==> src/rtl/vga_sync_gen.sv <==
// 640x480@60 Hz VGA timing generator: free-running pixel/line counters with
// registered sync, visible-area and line/frame-start decode.
module vga_sync_gen #(
  parameter int unsigned H_VISIBLE = 640,
  parameter int unsigned H_FRONT   = 16,
  parameter int unsigned H_SYNC    = 96,
  parameter int unsigned H_BACK    = 48,
  parameter int unsigned V_VISIBLE = 480,
  parameter int unsigned V_FRONT   = 10,
  parameter int unsigned V_SYNC    = 2,
  parameter int unsigned V_BACK    = 33,
  parameter bit          SYNC_POL  = 1'b0
) (
  input  logic       CLK25MHZ,
  input  logic       CPU_RESETN,
  output logic       HSYNC,
  output logic       VSYNC,
  output logic       video_on,
  output logic [9:0] pixel_x,
  output logic [9:0] pixel_y,
  output logic       line_start,
  output logic       frame_start
);

  localparam int unsigned H_TOTAL = H_VISIBLE + H_FRONT + H_SYNC + H_BACK;
  localparam int unsigned V_TOTAL = V_VISIBLE + V_FRONT + V_SYNC + V_BACK;

  if (H_TOTAL > 1024 || V_TOTAL > 1024 || H_TOTAL < 2 || V_TOTAL < 1) begin : g_bad_timing
    $error("vga_sync_gen: H_TOTAL/V_TOTAL must fit the 10-bit counters");
  end

  localparam logic [9:0]  H_LAST   = 10'(H_TOTAL - 1);
  localparam logic [9:0]  V_LAST   = 10'(V_TOTAL - 1);
  // Boundaries can reach 1024, so they are compared at 11 bits.
  localparam logic [10:0] H_VIS    = 11'(H_VISIBLE);
  localparam logic [10:0] HS_START = 11'(H_VISIBLE + H_FRONT);
  localparam logic [10:0] HS_END   = 11'(H_VISIBLE + H_FRONT + H_SYNC);
  localparam logic [10:0] V_VIS    = 11'(V_VISIBLE);
  localparam logic [10:0] VS_START = 11'(V_VISIBLE + V_FRONT);
  localparam logic [10:0] VS_END   = 11'(V_VISIBLE + V_FRONT + V_SYNC);

  logic       r_rst_sync;
  logic [9:0] r_x;
  logic [9:0] r_y;
  logic       r_hsync;
  logic       r_vsync;
  logic       r_video_on;
  logic       r_line_start;
  logic       r_frame_start;

  logic [9:0] w_x_next;
  logic [9:0] w_y_next;
  logic       w_hs_act;
  logic       w_vs_act;
  logic       w_video_on;
  logic       w_line_start;
  logic       w_frame_start;

  // Reset asserts asynchronously; release is retimed by one flop so the
  // counters leave (0,0) on the second edge after CPU_RESETN rises.
  always_ff @(posedge CLK25MHZ or negedge CPU_RESETN) begin
    if (!CPU_RESETN) r_rst_sync <= 1'b0;
    else             r_rst_sync <= 1'b1;
  end

  always_comb begin
    // NOTE: every always_comb output gets a default first so no path can
    // leave it unassigned and infer a latch.
    w_x_next = r_x + 10'd1;
    w_y_next = r_y;
    if (r_x == H_LAST) begin
      w_x_next = '0;
      w_y_next = (r_y == V_LAST) ? '0 : r_y + 10'd1;
    end
  end

  // Decode the next state so the registered flags line up with the counters.
  always_comb begin
    w_hs_act      = ({1'b0, w_x_next} >= HS_START) && ({1'b0, w_x_next} < HS_END);
    w_vs_act      = ({1'b0, w_y_next} >= VS_START) && ({1'b0, w_y_next} < VS_END);
    w_video_on    = ({1'b0, w_x_next} < H_VIS) && ({1'b0, w_y_next} < V_VIS);
    w_line_start  = (w_x_next == '0);
    w_frame_start = (w_x_next == '0) && (w_y_next == '0);
  end

  always_ff @(posedge CLK25MHZ or negedge r_rst_sync) begin
    // NOTE: sequential state uses non-blocking assignments so every flop
    // samples pre-edge values regardless of statement order.
    if (!r_rst_sync) begin
      r_x           <= '0;
      r_y           <= '0;
      r_hsync       <= ~SYNC_POL;
      r_vsync       <= ~SYNC_POL;
      r_video_on    <= 1'b1;
      r_line_start  <= 1'b1;
      r_frame_start <= 1'b1;
    end else begin
      r_x           <= w_x_next;
      r_y           <= w_y_next;
      r_hsync       <= w_hs_act ? SYNC_POL : ~SYNC_POL;
      r_vsync       <= w_vs_act ? SYNC_POL : ~SYNC_POL;
      r_video_on    <= w_video_on;
      r_line_start  <= w_line_start;
      r_frame_start <= w_frame_start;
    end
  end

  assign pixel_x     = r_x;
  assign pixel_y     = r_y;
  assign HSYNC       = r_hsync;
  assign VSYNC       = r_vsync;
  assign video_on    = r_video_on;
  assign line_start  = r_line_start;
  assign frame_start = r_frame_start;

endmodule
==> config.mk <==
export PLATFORM = sky130hd
export DESIGN_NAME = vga_sync_gen
export DESIGN_NICKNAME = d
export VERILOG_FILES = /design/src/rtl/vga_sync_gen.sv
export SDC_FILE = /design/constraint.sdc
export NUM_CORES = 1
export LEC_CHECK = 0
export CORE_MARGIN = 1
export CORE_UTILIZATION = 32
export CTS_BUF_LIST = sky130_fd_sc_hd__clkbuf_4
export DETAILED_ROUTE_END_ITERATION = 8
export PLACE_DENSITY = 0.52
export SYNTH_ARGS = -nofsm -noshare
export SYNTH_HDL_FRONTEND = slang
export SYNTH_SLANG_ARGS = --single-unit
==> constraint.sdc <==
create_clock -name CLK25MHZ -period 0.9 [get_ports CLK25MHZ]
set_input_delay 0.18 -clock CLK25MHZ [delete_from_list [all_inputs] [get_ports CLK25MHZ]]
set_output_delay 0.18 -clock CLK25MHZ [all_outputs]
set_load 0.05 [all_outputs]
==> results of run 1 <==
## timing repair
action / 4_1_cts / 5_1_grt
setup endpoints to repair: 49 / 49
pin swaps: 26 / 9
endpoints found under the hold margin: 1 / 0
setup buffers: 23 / 23
hold buffers: 1 / 0
gates resized for setup: 60 / 25
## state kept, by name (all words and copies together), names as in the netlist
| signal | count |
|---|---|
| r_rst_sync | 1 |
| pixel_y | 10 |
| line_start | 1 |
| HSYNC | 1 |
| VSYNC | 1 |
| frame_start | 1 |
| pixel_x | 10 |
| video_on | 1 |
## path summary, 6_finish.rpt
| check | end | slack, ps | from |
|---|---|---|---|
| worst max register to register | VSYNC$_DFF_PN1_ | -1190 | pixel_x[6]$_DFF_PN0_ |
| min in group CLK25MHZ | pixel_x[1]$_DFF_PN0_ | 570 | pixel_x[1]$_DFF_PN0_ |
| worst min-delay path | pixel_x[4]$_DFF_PN0_ | 200 | r_rst_sync$_DFF_PN0_ |
| worst min register to register | pixel_x[4]$_DFF_PN0_ | 200 | r_rst_sync$_DFF_PN0_ |
| max in group asynchronous | r_rst_sync$_DFF_PN0_ | 280 | CPU_RESETN |
| worst max-delay path | VSYNC$_DFF_PN1_ | -1190 | pixel_x[6]$_DFF_PN0_ |
## cells in the final DEF, fill, tap and decap left out, drive strengths merged, types with 2 or more instances in the layout
master,n
nand2,9
ha,3
buf,109
a22oi,2
dfstp,5
nor2b,3
inv,7
o22ai,2
nand3,11
dfrtp,21
nand4,4
a211oi,2
nand2b,6
and4,2
nand4b,2
nor3,7
and2,2
clkbuf,4
nor4,4
nor2,11
xor2,5
xnor2,7
o21ai,11
or3,4
o31ai,2
a21oi,2
## synth_stat cells (2+ instances only)
library cell,number,share of area
ha_1,3,0.025
nor3_1,6,0.020
nor4_4,2,0.029
xnor2_1,7,0.041
nor4_2,2,0.017
clkbuf_1,5,0.013
inv_1,7,0.018
or3_1,3,0.013
a211oi_1,2,0.010
dfstp_2,5,0.088
o22ai_1,2,0.0084
and2_1,2,0.0084
nand2b_1,6,0.025
dfrtp_1,21,0.35
a21oi_1,2,0.0067
o21ai_0,11,0.037
and4_1,2,0.012
nor2b_1,3,0.013
xor2_1,5,0.029
nand2_1,9,0.023
nor2_1,11,0.028
nand3_1,11,0.037
nand4_1,4,0.017
o31ai_1,2,0.010
a22oi_1,2,0.010
nand4b_1,2,0.012
## power breakdown
part           internal, mW  switching, mW  total [mW]
Combinational        0.0155         0.0247      0.0401
Sequential             1.17        0.00185        1.17
Clock                 0.204          0.363       0.567
Total                  1.39          0.390        1.78
## cells by family (layout without fill, tap and decap cells)
group                    Yosys count  in the layout  synth area share
AND/OR/NAND/NOR                   69             69             0.294
AO/OA/AOI/OAI                     28             28             0.120
flip-flops                        26             26             0.442
buffers and inverters             15            122            0.0463
XOR/XNOR                          12             12            0.0706
adder cells (fa/ha/maj)            3              3            0.0252
other                              1              1           0.00252
## critical path, cell delays in order, from the launching register on
cell	delay, ps
dfrtp_2	430
or3b_4	380
or2_4	270
nor4_4	260
xor2_1	230
and4_1	250
nand4b_1	170
## through the flow
| step | setup TNS [ps] | area, um^2 |
|---|---|---|
| global placement | -17880 | 2510 |
| global route | -31300 | 3080 |
| CTS | -27880 | 2930 |
| detailed placement | -17950 | 2510 |
| floorplan | -20990 | 1600 |
| finish | -28460 | 3080 |
## routing by layer
layer  up-vias  global-route usage
li1        765                   -
met1       810               0.245
met2        50               0.382
met3         8              0.0216
met4         0              0.0644
met5         -                   0
## layout make-up
class,instances,share of cell area
Inverter,7,0.00853
Multi-Input combinational cell,113,0.315
Sequential cell,26,0.219
Timing Repair Buffer,111,0.426
Clock buffer,4,0.00975
Tap cell,52,0.0211
==> impl_metrics.py, run 1 <==
metrics = {
    "route": {
        "route.detailed.drc": 0,
        "wl_um": 4980,
        "routed-via-count": 1633,
        "highest_metal_layer_with_signal_wires": "met4",
        "met3_length_um": 182,
        "post_drt_wl_per_cell_um": 15.9,
        "detail_route.iter0.violations": 112,
        "detail-route-antenna-nets": 0,
        "wirelength_met1_um": 1980,
        "wl_met2_um": 2740,
        "drt_pass1_iterations": 4,
        "detail_route.vias_per_cell": 5.22,
    },
    "clock_tree": {
        "cts-buffers-inserted": 3,
        "clkLatencyLatePin_ps": 330,
        "clockRootBuffer": "clkbuf_4",
        "clk_pin_slew_worst_paths_ps": 160,
        "cts_num_sinks": 26,
        "clk_path_buf_depth": 2,
        "cts.htree.levels": 1,
        "cts_tree": "done",
    },
    "synthesis": {
        "synthesized_cell_area_um2": 1490,
        "synth-async-reset-ratio": 1.00,
        "synth.ff_latch_count": 26,
        "netlist_instances": 154,
        "synthesis.nets": 159,
        "netlist-cell-type-count": 43,
        "edff_count_synth": 0,
        "postSynthAreaPerCell_um2": 9.66,
        "synth-main-ff-cell": "dfrtp_1",
        "number_of_synthesis_warnings": 0,
        "yosysSeqAreaShare": 0.442,
    },
    "floorplanning": {
        "floorplan.die_area_um2": 4930,
        "core_area_um2": 4410,
        "die_height_um": 70.2,
        "die_w_um": 70.2,
        "pin_count": 27,
        "rows": 24,
        "initial_core_util": 0.337,
    },
    "layout": {
        "final_nets": 267,
        "num-fill-cells": 308,
        "fin_util": 0.698,
        "multiInputGateArea_um2": 970,
        "area.sequential_um2": 676,
        "area_growth_pct": 107,
        "post_layout_nonfiller_instances": 313,
        "n_antenna_cell": 0,
        "final_layout_size_suffix_gt1_frac": 0.667,
    },
    "placement": {
        "place.detailed.instances": 276,
        "io_buffers": 26,
        "finalWeightedCongestion": 0.913,
        "dp_hpwl_um": 3230,
        "post-place-ws_ps": -1250,
    },
    "grt": {
        "grt_pass1_wl_um": 7920,
        "grt_util_all_layers": 0.205,
        "number_of_global_route_vias_before_repair": 1617,
        "number_of_antenna_violations_at_the_first_check_in_global_routing": 0,
        "global_route.overflow_total": 0,
        "grt_start_max_net_pins": 26,
    },
    "power": {
        "cellPowerDensity_nw_per_um2": 578,
        "total_leakage_power_nw": 1.38,
        "total_power_mw": 1.78,
        "max-vdd-ir-drop_mv": 0.414,
    },
    "critical_path": {
        "path_max_fanout": 4,
        "critPathKind": "reg2reg",
        "worst_ep_arrival_time_ps": 2330,
        "launching_element_type_of_the_critical_path": "register",
        "worstRegToRegCells": 6,
        "cp-end-kind": "register",
        "cp.required_ps": 1140,
    },
    "sta": {
        "hold_ws_ps": 200,
        "grt_setup_unrepaired": "true",
        "slew_violations": 0,
        "fin_crit_sh": 2.32,
        "finalSetupViolations": 49,
        "max_clock_freq_ghz": 0.479,
        "finalHoldViolCount": 0,
        "period_minus_slack_ps": 2090,
        "clock-skew-final_ps": 21.8,
        "setup_slack_ps": -1190,
    },
    "run": {
        "max_cap_viol_count": 0,
    },
    "outcome": {
        "failed_checks": "setup timing",
        "status": "finished, violations left",
    },
    "worst_hold_path": {
        "worstHoldPathType": "reg2async",
    },
}
Note: power is estimated with default switching activity, not from simulation.
==> run 2: changes to the inputs <==
--- a/config.mk
+++ b/config.mk
@@ -6,10 +6,11 @@
 export NUM_CORES = 1
 export LEC_CHECK = 0
 export CORE_MARGIN = 1
-export CORE_UTILIZATION = 32
+export CORE_UTILIZATION = 40
 export CTS_BUF_LIST = sky130_fd_sc_hd__clkbuf_4
 export DETAILED_ROUTE_END_ITERATION = 8
-export PLACE_DENSITY = 0.52
+export HOLD_SLACK_MARGIN = 0.1
+export PLACE_DENSITY = 0.63
 export SYNTH_ARGS = -nofsm -noshare
 export SYNTH_HDL_FRONTEND = slang
 export SYNTH_SLANG_ARGS = --single-unit
==> run 2 against run 1 <==
Effect of this change: worst hold slack improved by 21 ps; non-clock buffer count decreased by 11; worst setup slack got worse by 130 ps; flip-flop and latch count is the same; fmax down 5.7%; the run still ends with setup timing left; utilization increased by 18 points; combinational power shrank 2%; wire length grew 12%.
==> impl_metrics.py, run 2 (synthesis gave the netlist of run 1 again) <==
metrics = {
    "critical_path": {
        "critPathKind": "reg2reg",
        "launching_element_type_of_the_critical_path": "register",
        "worst_ep_arrival_time_ps": 2480,
        "cp-end-kind": "register",
        "cp.required_ps": 1160,
        "path_max_fanout": 5,
    },
    "layout": {
        "n_antenna_cell": 0,
        "stdcell_area_um2": 3030,
        "area_growth_pct": 104,
        "final_nets": 256,
        "layout_commonest_cell": "buf_6",
        "fin_util": 0.880,
        "post_layout_nonfiller_instances": 296,
        "layout_common_cells": "buf_6, buf_4, buf_12, dfrtp_2, nand3_1",
        "final_layout_size_suffix_gt1_frac": 0.684,
    },
    "clock_tree": {
        "cts-buffers-inserted": 3,
        "cts_tree": "done",
        "clockRootBuffer": "clkbuf_4",
        "clkLatencyLatePin_ps": 340,
        "clk_path_buf_depth": 2,
        "cts_num_sinks": 26,
        "clk_pin_slew_worst_paths_ps": 150,
        "cts.htree.levels": 1,
    },
    "power": {
        "cellInternalPower_mw": 1.35,
        "switching_share": 0.230,
        "netSwitchingPower_mw": 0.403,
        "total_leakage_power_nw": 1.34,
        "max-vdd-ir-drop_mv": 0.581,
        "clockPowerShare": 0.308,
        "combinationalPowerShare": 0.022,
        "power.share.sequential": 0.669,
        "cellPowerDensity_nw_per_um2": 579,
    },
    "route": {
        "wl_um": 5570,
        "detail-route-antenna-nets": 0,
        "post_drt_wl_per_cell_um": 18.8,
        "route.detailed.drc": 0,
        "drt_pass1_iterations": 4,
        "routed-via-count": 1689,
        "detail_route.vias_per_cell": 5.71,
        "detail_route.iter0.violations": 124,
    },
    "floorplanning": {
        "rows": 21,
        "floorplan.die_area_um2": 3970,
        "pin_count": 27,
        "die_height_um": 63.0,
        "die_w_um": 63.0,
        "initial_core_util": 0.432,
        "core_area_um2": 3440,
    },
    "sta": {
        "clock-skew-final_ps": 6.75,
        "period_minus_slack_ps": 2210,
        "fin_crit_sh": 2.46,
        "grt_setup_unrepaired": "true",
        "slew_violations": 0,
        "setup_slack_ps": -1310,
        "finalSetupViolations": 49,
        "max_clock_freq_ghz": 0.452,
        "hold_ws_ps": 221,
        "finalHoldViolCount": 0,
    },
    "grt": {
        "number_of_global_route_vias_before_repair": 1643,
        "grt_pass1_wl_um": 7870,
        "global_route.overflow_total": 0,
        "grt_start_max_net_pins": 26,
        "number_of_antenna_violations_at_the_first_check_in_global_routing": 0,
        "grt_util_all_layers": 0.256,
    },
    "outcome": {
        "failed_checks": "setup timing",
        "status": "finished, violations left",
    },
    "placement": {
        "finalWeightedCongestion": 0.992,
        "placed_cell_area_um2": 2520,
        "place.detailed.instances": 272,
        "io_buffers": 26,
        "dp_hpwl_um": 3230,
    },
    "run": {
        "max_cap_viol_count": 0,
    },
    "worst_hold_path": {
        "worstHoldPathType": "reg2async",
    },
}
==> run 2: critical path: stages (launching register included) <==
cell and delay [ps]:
dfrtp_2 430, or4b_4 550, nor4_4 340, nor2_1 130, a211oi_2 300, o211ai_1 150
nor4_2 240
==> run 2: final timing paths <==
kind                                      startpoint                     to  slack, ps  cells after the start
worst min-delay path            r_rst_sync$_DFF_PN0_   pixel_y[8]$_DFF_PN0_        220                      1
min in group CLK25MHZ           pixel_x[0]$_DFF_PN0_   pixel_x[1]$_DFF_PN0_        560                      1
worst max register to register  pixel_y[7]$_DFF_PN0_  frame_start$_DFF_PN1_      -1310                      6
worst max-delay path            pixel_y[7]$_DFF_PN0_  frame_start$_DFF_PN1_      -1310                      6
worst min register to register  r_rst_sync$_DFF_PN0_   pixel_y[8]$_DFF_PN0_        220                      1
max in group asynchronous                 CPU_RESETN   r_rst_sync$_DFF_PN0_        300                      2
==> run 2: power groups by stage <==
stage	registers [mW]	logic, mW	clock network (mW)
floorplan	1.21	0.000361	0
global placement	1.19	0.0364	0
detailed placement	1.19	0.0375	0
CTS	1.17	0.0410	0.533
global route	1.17	0.0447	0.571
finish	1.17	0.0392	0.541
==> run 2: cell type report <==
cell class,count,area (um^2)
timing repair buffer,100,1230
multi-input combinational,113,1010
sequential,26,676
fill,159,413
tap,46,57.6
inverter,7,28.8
clock buffer,3,22.5
clock inverter,1,3.75
==> run 2: per-stage QoR <==
stage | total power [mW] | setup slack (ps) | TNS, ps
2_1_floorplan | 1.21 | -1330 | -20990
3_3_place_gp | 1.23 | -1180 | -17330
3_5_place_dp | 1.23 | -1190 | -18120
4_1_cts | 1.75 | -1160 | -27130
5_1_grt | 1.79 | -1440 | -32120
6_report | 1.75 | -1310 | -29760
==> run 2: repair_timing <==
item | in CTS | in global routing
pin swaps | 12 | 16
buffers inserted | 15 | 20
hold endpoints to repair | 1 | 0
hold buffers | 1 | 0
cloned | 0 | 0
setup endpoints to repair | 49 | 49
gates resized for setup | 51 | 47
==> run 2: routing by layer <==
| layer | routed length [um] | up-vias | global-route usage |
|---|---|---|---|
| met4 | 272 | 0 | 0.119 |
| met1 | 2110 | 848 | 0.284 |
| met3 | 222 | 30 | 0.0310 |
| met5 | 0 | - | 0 |
| li1 | - | 740 | - |
| met2 | 2970 | 71 | 0.477 |
==> run 3: changes to the inputs <==
--- a/config.mk
+++ b/config.mk
@@ -5,12 +5,13 @@
 export SDC_FILE = /design/constraint.sdc
 export NUM_CORES = 1
 export LEC_CHECK = 0
+export ABC_AREA = 1
 export CORE_MARGIN = 1
 export CORE_UTILIZATION = 40
 export CTS_BUF_LIST = sky130_fd_sc_hd__clkbuf_4
 export DETAILED_ROUTE_END_ITERATION = 8
 export HOLD_SLACK_MARGIN = 0.1
-export PLACE_DENSITY = 0.63
+export PLACE_DENSITY = 0.62
 export SYNTH_ARGS = -nofsm -noshare
 export SYNTH_HDL_FRONTEND = slang
 export SYNTH_SLANG_ARGS = --single-unit
==> run 3 against run 2 <==
Effect of this change: the flow still finishes with violations (setup timing); flip-flop and latch count unchanged; non-clock buffer count increased by 6; count of clock-buffer cells in the layout increased by 1; sequential power about the same; critical path depth increased by 2; utilization decreased by 4.3 points; fmax increased by 17%; worst hold slack got worse by 4.4 ps; synthesized area increased by 5.5%; register-to-register slack improved by 320 ps; combinational power about the same; die area increased by 5.3%; critical path type unchanged.
==> impl_metrics.py, run 3 <==
metrics = {
    "run": {
        "max_cap_viol_count": 0,
    },
    "floorplanning": {
        "die_height_um": 64.6,
        "initial_core_util": 0.422,
        "pin_count": 27,
        "die_w_um": 64.6,
        "floorplan.die_area_um2": 4180,
        "rows": 22,
        "core_area_um2": 3720,
    },
    "clock_tree": {
        "clk_pin_slew_worst_paths_ps": 150,
        "clk_path_buf_depth": 2,
        "clkLatencyLatePin_ps": 330,
        "cts_tree": "done",
        "cts.htree.levels": 1,
        "cts-buffers-inserted": 3,
        "clockRootBuffer": "clkbuf_4",
        "cts_num_sinks": 26,
    },
    "route": {
        "route.detailed.drc": 0,
        "detail_route.vias_per_cell": 5.24,
        "post_drt_wl_per_cell_um": 15.4,
        "detail_route.iter0.violations": 200,
        "wl_um": 5940,
        "routed-via-count": 2019,
        "detail-route-antenna-nets": 0,
        "drt_pass1_iterations": 5,
    },
    "critical_path": {
        "cp-end-kind": "register",
        "launching_element_type_of_the_critical_path": "register",
        "path_cells": "ha_4, nand2_4, nor2_4, nand4_2, o21ai_1, nand3_1, nor2_1, nand3_1",
        "critical_path.slowest_cell": "dfrtp_2",
        "worst_ep_arrival_time_ps": 2160,
        "worstRegToRegCells": 8,
        "path_max_fanout": 6,
        "worst_r2r_endpoint": "VSYNC$_DFF_PN1_",
        "critical_path.most_common_cell": "nand3_1",
        "critPathKind": "reg2reg",
        "timing.critical_path.slowest_cell_delay_ps": 420,
        "cp.required_ps": 1170,
        "reg2reg_slack_ps": -990,
        "critical_path.reg2reg.startpoint": "pixel_x[0]$_DFF_PN0_",
    },
    "power": {
        "total_power_mw": 1.78,
        "total_leakage_power_nw": 1.56,
        "cellPowerDensity_nw_per_um2": 574,
        "max-vdd-ir-drop_mv": 0.700,
    },
    "sta": {
        "period_minus_slack_ps": 1890,
        "finalHoldViolCount": 0,
        "slew_violations": 0,
        "setup_slack_ps": -990,
        "hold_ws_ps": 217,
        "finalSetupViolations": 49,
        "max_clock_freq_ghz": 0.529,
        "grt_setup_unrepaired": "true",
        "fin_crit_sh": 2.10,
        "clock-skew-final_ps": 8.35,
    },
    "placement": {
        "finalWeightedCongestion": 0.930,
        "io_buffers": 26,
        "post-place-ws_ps": -841,
        "dp_hpwl_um": 3420,
    },
    "synthesis": {
        "postSynthAreaPerCell_um2": 6.88,
        "post-synth-top-count-cell": "nand2_1",
        "synth-async-reset-ratio": 1.00,
        "synth_largest_type_area_fraction": 0.335,
        "synthesis.nets": 233,
        "edff_count_synth": 0,
        "yosysSeqAreaShare": 0.419,
        "synth.ff_latch_count": 26,
        "synth.top_cells.by_count": "nand2_1, inv_1, nor2_1, nand3_1, dfrtp_1",
        "number_of_synthesis_warnings": 0,
        "synthesized_cell_area_um2": 1570,
        "netlist-cell-type-count": 21,
        "synth_top_cells_by_area": "dfrtp_1, nand2_1, inv_1",
        "netlist_instances": 228,
        "netlist.top_cell.by_area": "dfrtp_1",
        "synth-main-ff-cell": "dfrtp_1",
    },
    "grt": {
        "grt_pass1_wl_um": 8540,
        "number_of_antenna_violations_at_the_first_check_in_global_routing": 0,
        "grt_util_all_layers": 0.268,
        "number_of_global_route_vias_before_repair": 1821,
        "global_route.overflow_total": 0,
        "grt_start_max_net_pins": 26,
    },
    "outcome": {
        "status": "finished, violations left",
        "failed_checks": "setup timing",
    },
    "layout": {
        "n_antenna_cell": 0,
        "layout_commonest_cell": "nand2_1",
        "final_layout_size_suffix_gt1_frac": 0.576,
        "area_growth_pct": 98.2,
        "final_nets": 343,
        "layout_common_cells": "nand2_1, buf_4, buf_6, inv_1, buf_12",
        "num-fill-cells": 198,
    },
    "worst_hold_path": {
        "worstHoldPathType": "reg2async",
    },
}
## run 3: per-stage QoR
step / cell area [um^2] / instances / setup TNS [ps] / util
2_1_floorplan: 1620 / 228 / -14250 / -
3_3_place_gp: 2660 / 365 / -12870 / 0.715
3_5_place_dp: 2660 / 365 / -13700 / 0.715
4_1_cts: 2960 / 381 / -22490 / 0.797
5_1_grt: 3110 / 385 / -28050 / 0.837
6_report: 3110 / 385 / -25500 / 0.837
## run 3: cell type report
class | count | area, um^2 | area share
clock buffers | 4 | 30.0 | 0.00965
inverters | 43 | 166 | 0.0535
multi-input cells | 158 | 918 | 0.295
flip-flops and latches | 26 | 674 | 0.217
well taps | 48 | 60.1 | 0.0193
repair buffers | 106 | 1260 | 0.405
## run 3: repair_timing
action                                 CTS  global route
gates resized for setup                 55            45
hold buffers                             1             0
setup endpoints to repair               49            49
cloned                                   1             0
pin swaps                               16            19
setup buffers                           12             7
endpoints found under the hold margin    1             0
## run 3: kinds of logic (layout without fill, tap and decap cells)
family,after synthesis,count (layout),synth area share
other,1,1,0.00239
AND/OR/NAND/NOR,146,147,0.408
adder cells (fa/ha/maj),3,3,0.0239
AO/OA/AOI/OAI,7,7,0.0239
flip-flops,26,26,0.419
buffers and inverters,45,153,0.123
## run 3: where the power goes
part / internal (mW) / total [mW] / switching, mW / leakage, nW
Sequential: 1.17 / 1.17 / 0.00187 / 0.313
Clock: 0.204 / 0.572 / 0.368 / 0.0184
Combinational: 0.0155 / 0.0392 / 0.0237 / 1.23
Total: 1.39 / 1.78 / 0.393 / 1.56
## run 3: critical path: cells and delay by family, from the launching register on
| kind | cells | cell delay (ps) |
|---|---|---|
| fa+ha+maj | 1 | 150 |
| simple gates | 6 | 830 |
| compound gates | 1 | 420 |
| flops | 1 | 420 |
## run 3: per-layer routing
metal / wire length, um / global-route usage / up-vias
met5: 0 / 0 / -
li1: - / - / 923
met2: 2960 / 0.450 / 113
met3: 380 / 0.0370 / 25
met4: 120 / 0.0694 / 0
met1: 2480 / 0.363 / 958
## run 3: how the worst max path moves through the flow
stage | startpoint | endpoint | slack [ps] | cells after the start
2_1_floorplan | pixel_x[0]$_DFF_PN0_ | VSYNC$_DFF_PN1_ | -870 | 11
3_3_place_gp | pixel_y[0]$_DFF_PN0_ | frame_start$_DFF_PN1_ | -770 | 13
3_5_place_dp | pixel_y[0]$_DFF_PN0_ | frame_start$_DFF_PN1_ | -840 | 12
4_1_cts | pixel_x[1]$_DFF_PN0_ | frame_start$_DFF_PN1_ | -790 | 9
5_1_grt | pixel_y[0]$_DFF_PN0_ | VSYNC$_DFF_PN1_ | -1080 | 10
6_report | pixel_x[0]$_DFF_PN0_ | VSYNC$_DFF_PN1_ | -990 | 8
